[src/rtl/m2014_q6_fsm.sv]
// m2014_q6_fsm: registered six-state sequencer driven by qualified samples of w.
//
// Optional feature macro: M2014_Q6_FSM_CNT_EN builds the saturating E-entry
// counter; when it is undefined, cnt is tied to zero and no counter flops exist.
//
// Ports:
//   clk       rising-edge clock
//   aresetn   asynchronous active-low reset (synchronous release)
//   w_valid   qualifies w; the state advances only when high
//   w         serial decision input
//   ld_en     loads ld_state (priority over w_valid)
//   ld_state  state code to load; illegal codes force A and set err
//   err_clr   clears the sticky err flag (a same-edge set wins)
//   y         current state (registered)
//   z         Moore output, high in states E and F (registered)
//   err       sticky illegal-load flag
//   cnt       saturating count of w-driven entries into E
module m2014_q6_fsm #(
  parameter int unsigned CNT_W = 8
) (
  input  logic             clk,
  input  logic             aresetn,
  input  logic             w_valid,
  input  logic             w,
  input  logic             ld_en,
  input  logic [2:0]       ld_state,
  input  logic             err_clr,
  output logic [2:0]       y,
  output logic             z,
  output logic             err,
  output logic [CNT_W-1:0] cnt
);

  typedef enum logic [2:0] {
    ST_A = 3'b000,
    ST_B = 3'b001,
    ST_C = 3'b010,
    ST_D = 3'b011,
    ST_E = 3'b100,
    ST_F = 3'b101
  } state_t;

  state_t state;
  state_t state_nxt;
  logic   z_nxt;
  logic   err_nxt;

  // State, z and err registers.
  always_ff @(posedge clk or negedge aresetn) begin
    if (!aresetn) begin
      state <= ST_A;
      z     <= 1'b0;
      err   <= 1'b0;
    end else begin
      state <= state_nxt;
      z     <= z_nxt;
      err   <= err_nxt;
    end
  end

  assign y = state;

  // Next-state, next-z and next-err decode.
  always_comb begin
    state_nxt = state;
    err_nxt   = err;
    if (err_clr) begin
      err_nxt = 1'b0;
    end
    if (ld_en) begin
      // Illegal codes are redirected to A so the register never holds them.
      if (ld_state inside {3'b110, 3'b111}) begin
        state_nxt = ST_A;
        err_nxt   = 1'b1;
      end else begin
        state_nxt = state_t'(ld_state);
      end
    end else if (w_valid) begin
      case (state)
        ST_A:    state_nxt = w ? ST_A : ST_B;
        ST_B:    state_nxt = w ? ST_D : ST_C;
        ST_C:    state_nxt = w ? ST_D : ST_E;
        ST_D:    state_nxt = w ? ST_A : ST_F;
        ST_E:    state_nxt = w ? ST_D : ST_E;
        ST_F:    state_nxt = w ? ST_D : ST_C;
        default: state_nxt = ST_A;
      endcase
    end
    // z is registered from the next state so it lines up with the new y.
    z_nxt = (state_nxt == ST_E) || (state_nxt == ST_F);
  end

`ifdef M2014_Q6_FSM_CNT_EN
  localparam logic [CNT_W-1:0] CNT_MAX = '1;

  logic e_entry;

  // Only w-driven arrivals from another state count; loads and E->E do not.
  assign e_entry = !ld_en && w_valid && (state != ST_E) && (state_nxt == ST_E);

  // Saturating E-entry counter.
  always_ff @(posedge clk or negedge aresetn) begin
    if (!aresetn) begin
      cnt <= '0;
    end else if (e_entry && (cnt != CNT_MAX)) begin
      cnt <= cnt + CNT_W'(1);
    end
  end
`else
  assign cnt = '0;
`endif

endmodule

[config.mk]
export PLATFORM = sky130hd
export DESIGN_NAME = m2014_q6_fsm
export DESIGN_NICKNAME = d
export VERILOG_FILES = /design/src/rtl/m2014_q6_fsm.sv
export SDC_FILE = /design/constraint.sdc
export NUM_CORES = 1
export LEC_CHECK = 0
export ABC_AREA = 1
export CAP_MARGIN = 25
export CORE_AREA = 2 2 39 41
export DETAILED_ROUTE_END_ITERATION = 10
export DIE_AREA = 0 0 41 43
export PLACE_DENSITY = 0.62
export SLEW_MARGIN = 20
export SYNTH_ARGS = -nofsm -noshare
export SYNTH_HDL_FRONTEND = slang
export SYNTH_SLANG_ARGS = --single-unit
export TNS_END_PERCENT = 5
[constraint.sdc]
create_clock -name clk -period 1.6 [get_ports clk]
set_clock_uncertainty 0.2 [all_clocks]
set_input_delay 0.48 -clock clk [delete_from_list [all_inputs] [get_ports clk]]
set_output_delay 0.48 -clock clk [all_outputs]
set_load 0.02 [all_outputs]
==> results of run 1 <==
-- timing repair --
action | CTS | global route
pin swaps | 0 | 0
hold buffers | 0 | 0
endpoints found under the setup margin | 5 | 5
setup buffers | 0 | 0
resized for setup | 9 | 5
-- power by group through the flow --
stage / sequential (mW) / combinational, mW / clock (mW)
2_1_floorplan: 0.171 / 0.0895 / 0
3_3_place_gp: 0.148 / 0.179 / 0
3_5_place_dp: 0.148 / 0.180 / 0
4_1_cts: 0.146 / 0.174 / 0.151
5_1_grt: 0.148 / 0.187 / 0.161
6_report: 0.146 / 0.169 / 0.144
-- routing by layer --
layer / wire (um) / part of all wire, %
met4: 0 / 0
met2: 347 / 46
met3: 67 / 8.8
met1: 343 / 45
met5: 0 / 0
-- cell families (layout without fill, tap and decap cells) --
kind of cell,Yosys count,in the layout,share of synthesized area (%)
AND/OR/NAND/NOR,23,23,28.4
other,1,8,0.979
buffers and inverters,16,31,23.5
flip-flops,5,5,32.7
AO/OA/AOI/OAI,8,8,14.4
-- sequential cells by signal, summed over array words and instances (netlist names) --
name  count
y         3
err       1
z         1
-- per-stage QoR --
step,setup WS (ps),total power [mW],TNS (ps)
after floorplan,333,0.261,0
after CTS,9.07,0.470,0
after global routing,5.76,0.496,0
final,46.1,0.459,0
after global placement,-186,0.327,-599
after detailed placement,-199,0.328,-636
-- worst paths after layout --
| path | start | to | slack [ps] | depth (start not counted) |
|---|---|---|---|---|
| worst max-delay path | w | z$_DFF_PN0_ | 50 | 8 |
| worst min-delay path | aresetn | y[1]$_DFF_PN0_ | 250 | 1 |
| worst max register to register | y[1]$_DFF_PN0_ | z$_DFF_PN0_ | 280 | 8 |
| worst min register to register | err$_DFF_PN0_ | err$_DFF_PN0_ | 330 | 2 |
| max in group asynchronous | aresetn | err$_DFF_PN0_ | 770 | 1 |
| min in group clk | err$_DFF_PN0_ | err$_DFF_PN0_ | 330 | 2 |
-- layout by cell type (no fill, tap or decap), drive strengths merged --
cell type      instances
dfrtp                  5
nand2                 15
clkbuf                 8
o22ai                  1
a21oi                  6
clkdlybuf4s50          8
buf                    6
nor2                   3
nand4                  1
conb                   8
a21boi                 1
nand3                  4
clkdlybuf4s15          1
inv                    8
-- layout make-up --
| type | count | area, um2 | share of cell area [%] |
|---|---|---|---|
| sequential | 5 | 125 | 22.7 |
| clock buffer | 4 | 26.3 | 4.77 |
| multi-input combinational | 39 | 194 | 35.2 |
| timing repair buffer | 19 | 155 | 28.2 |
| tap | 16 | 20.0 | 3.64 |
| inverter | 8 | 30.0 | 5.45 |
==> results.toml, run 1 <==
[clocking]
htreeDepth = 1
cts_tree = "yes"
numCtsBuffers = 3
clkTransAtPathRegs_ps = 40
clkLatencyLatePin_ps = 240
cts.sinks = 5
cts-root-buf = "clkbuf_4"
clk_path_buf_depth = 2

[global_routing]
antenna_found_initial = 0
grt-busiest-layer = "met2"
grtUsageMet3_pct = 7.85
grt.total_usage_pct = 11.4
grt_pass1_wl_mm = 1.32
use_met1_pct = 14.7
overflow = 0
met2_usage_pct = 15.6
grt_pass1_vias = 345
grt_max_degree = 7

[power_and_ir_drop]
clockPowerShare_pct = 31.4
netSwitchingFraction_pct = 33.9
cellPowerDensity_nw_per_um2 = 834
comb_power_share_pct = 36.7
intPower_mw = 0.303
ir_drop_uv = 447
p_seq_share_pct = 31.9
leakage_nw = 0.294
p_sw_mw = 0.156

[floorplanning]
pin_count = 22
rows = 14
fp.dieArea_um2 = 1760
die_w_um = 41
initial_core_util_pct = 27.7
coreArea_um2 = 1380
die_h_um = 43

[layout]
finalInstanceArea_um2 = 551
num-nets-final = 85
num_antenna_cells = 0
syn2layout_area_growth_pct = 43.8
fill_cells = 149
final_cells = 91
fin_util_pct = 39.8
drive_above_1_share_pct = 29.3

[worst_setup_path]
path_cells = "clkdlybuf4s50_1, inv_1, nor2_1, nand3_2, nand2_2, nand2_2, nand2_1, a21oi_2"
cpMostUsedCell = "nand2_2"
worst-setup-path-type = "in -> reg"
start_kind = "input port"
critical-path-max-stage-delay_ps = 500
cp_top_family = "buffers and inverters"
path_max_fanout = 3
slowest_stage = "clkdlybuf4s50_1"
critPathBufInv = 2
cp_data_required_time_ps = 1530
crit_arrival_ps = 1480
end_kind = "flip-flop"

[drt]
via_per_inst = 4.04
ant_nets = 0
dr.first_iter.drc_count = 16
routed_wl_um = 758
wl_per_cell_um = 8.33
drc = 0
route.vias.total = 368
firstDrtPassIters = 4

[logic_synthesis]
synth_cell_types = 15
ys_seq_elements = 5
yosysMostFrequentCell = "nand2_1"
synth.area.top_cells = "dfrtp_1 33%, buf_4 16%, nand2_1 11%"
netlist.area_leader.share_pct = 32.7
synth-main-ff-cell = "dfrtp_1"
synth_seq_area_share_pct = 32.7
syn_inst = 53
synth_edf_count = 0
yosysWarnings = 0
synth_top_cell_by_area = "dfrtp_1"
syn_area_um2 = 383
synth_common_cells = "11 x nand2_1, 8 x buf_4, 7 x inv_1"
synth.avg_cell_area_um2 = 7.22
synth-async-reset-ratio_pct = 100

[timing]
min_period_ps = 1550
min_period_over_period_pct = 97.1
final_hold_viol_count = 0
slew_violations = 0
max_freq_mhz = 644
holdWs_ps = 248
setup_viol = 0
rsz0062_at_grt = "false"

[placement]
gp_congestion = 0.724
dp.cells = 87
port-buffer-count = 13
hpwl_um = 609
placedInstanceArea_um2 = 544

[run]
max_cap_violations = 0

[status]
status = "finished, final reports clean"

[hold_path]
hold_class = "in -> async"
Note: power is estimated with default switching activity, not from simulation.
==> inputs of run 2 (changes only) <==
Settings changed: ABC_CLOCK_PERIOD_IN_PS set to 1600.
==> results of run 2 <==
Final layout, timing and power as in run 1 (identical DEF).
==> inputs of run 3 (changes only) <==
Settings changed: REMOVE_ABC_BUFFERS set to 1.
==> run 3 against run 2 <==
Worst hold slack better by 2.3 ps. Core utilization shrank 0.36 points. Final area down 0.91%. Die area did not move. Global-route usage increased by 0.11 points. Clock power barely moved. First-iteration DRC count shrank 75%. Critical endpoint is now y[1]. Largest cell class unchanged.
==> results.toml, run 3 (synthesis gave the netlist of run 1 again) <==
[placement]
hpwl_um = 642
dp.cells = 86
gp_congestion = 0.725
port-buffer-count = 13

[worst_setup_path]
critPathBufInv = 1
r2r_start = "y[1]$_DFF_PN0_"
cp_top_family = "flip-flops"
regToRegEndpoint = "z$_DFF_PN0_"
r2r_slack_ps = 280
cp_data_required_time_ps = 920
worstRegToRegCells = 8
critical-path-max-stage-delay_ps = 370
path_cells = "clkdlybuf4s15_1"
path_max_fanout = 2
end_kind = "output pin"
worst-setup-path-type = "reg -> out"
start_kind = "flip-flop"
slowest_stage = "dfrtp_1"
crit_arrival_ps = 890

[timing]
min_period_ps = 1570
final_hold_viol_count = 0
min_period_over_period_pct = 98.0
rsz0062_at_grt = "true"
max_freq_mhz = 638
slew_violations = 0
setup_viol = 0
final.setup.tns_ps = 0
holdWs_ps = 251

[layout]
largest_reg_flops = 3
fill_cells = 142
mostFrequentLayoutCell = "nand2_1"
num_antenna_cells = 0
multi_input_area_um2 = 194
drive_above_1_share_pct = 28.4
final_cells = 90
num-nets-final = 84
fin_util_pct = 39.4
syn2layout_area_growth_pct = 42.5
final-seq-area_um2 = 125
layout_common_cells = "11 x nand2_1, 8 x conb_1, 7 x inv_1, 7 x clkdlybuf4s50_1"

[floorplanning]
pin_count = 22
initial_core_util_pct = 27.7
die_w_um = 41
fp.dieArea_um2 = 1760
coreArea_um2 = 1380
rows = 14
die_h_um = 43

[drt]
dr.first_iter.drc_count = 4
wl_per_cell_um = 8.27
routed.top_layer = "met4"
wl_met2_um = 381
route.vias.total = 365
drc = 0
drt-met1-wl_um = 271
via_per_inst = 4.06
firstDrtPassIters = 4
routed_wl_um = 744
ant_nets = 0
wl_met3_um = 77

[clocking]
cts-root-buf = "clkbuf_4"
cts_setup_buffers = 0
htreeDepth = 1
numCtsBuffers = 3
cts.sinks = 5
cts_tree = "yes"
clkLatencyLatePin_ps = 250
clkTransAtPathRegs_ps = 50
clk_path_buf_depth = 2

[global_routing]
grt_max_degree = 7
grt.total_usage_pct = 11.5
grt_pass1_vias = 357
antenna_found_initial = 0
overflow = 0
grt_pass1_wl_mm = 1.37

[status]
status = "finished, final reports clean"

[run]
max_cap_violations = 0

[power_and_ir_drop]
power_mw = 0.459
leakage_nw = 0.299
cellPowerDensity_nw_per_um2 = 842
ir_drop_uv = 502

[hold_path]
hold_class = "in -> async"
==> run 3: changes by cell type in the layout (fill, tap and decap cells not counted) <==
cell and delta:
buf_4 -1, clkdlybuf4s50_1 -1, dlymetal6s2s_1 +1
==> run 3: where the power goes <==
part	total (mW)	switching [mW]	leakage (nW)	internal [mW]
clock	0.147	0.0528	0.0150	0.0944
combinational	0.166	0.0992	0.222	0.0672
sequential	0.146	0.00574	0.0615	0.140
==> run 3: how the worst max path moves through the flow <==
| stage | from | end | slack (ps) | depth (start not counted) |
|---|---|---|---|---|
| 2_1_floorplan | y[1]$_DFF_PN0_ | z$_DFF_PN0_ | 330 | 7 |
| 3_3_place_gp | w | z$_DFF_PN0_ | -220 | 8 |
| 3_5_place_dp | w | z$_DFF_PN0_ | -220 | 8 |
| 4_1_cts | z$_DFF_PN0_ | z | 0.8 | 1 |
| 5_1_grt | w_valid | z$_DFF_PN0_ | -3 | 7 |
| 6_report | y[1]$_DFF_PN0_ | y[1] | 30 | 1 |
==> run 3: stage by stage <==
step	instance area [um2]	setup slack [ps]
floorplan	349	333
global placement	537	-218
detailed placement	537	-225
CTS	562	0.767
global route	546	-3.34
finish	546	32.6
==> run 3: area by class of cell <==
cell class | instances | share of cell area [%]
multi-input combinational | 39 | 35.6
timing repair buffer | 18 | 27.5
sequential | 5 | 22.9
inverter | 8 | 5.50
clock buffer | 4 | 4.82
tap | 16 | 3.67
==> run 3: repair_timing <==
item | 4_1_cts | 5_1_grt
pin swaps | 0 | 0
hold buffers | 0 | 0
resized for setup | 9 | 6
endpoints found under the setup margin | 5 | 6
==> run 3: routing by layer <==
| metal | vias up | global-route usage, % |
|---|---|---|
| met5 | - | 0 |
| met4 | 0 | 4.00 |
| met3 | 2 | 5.76 |
| met2 | 17 | 18.1 |
| met1 | 153 | 12.8 |
| li1 | 193 | - |
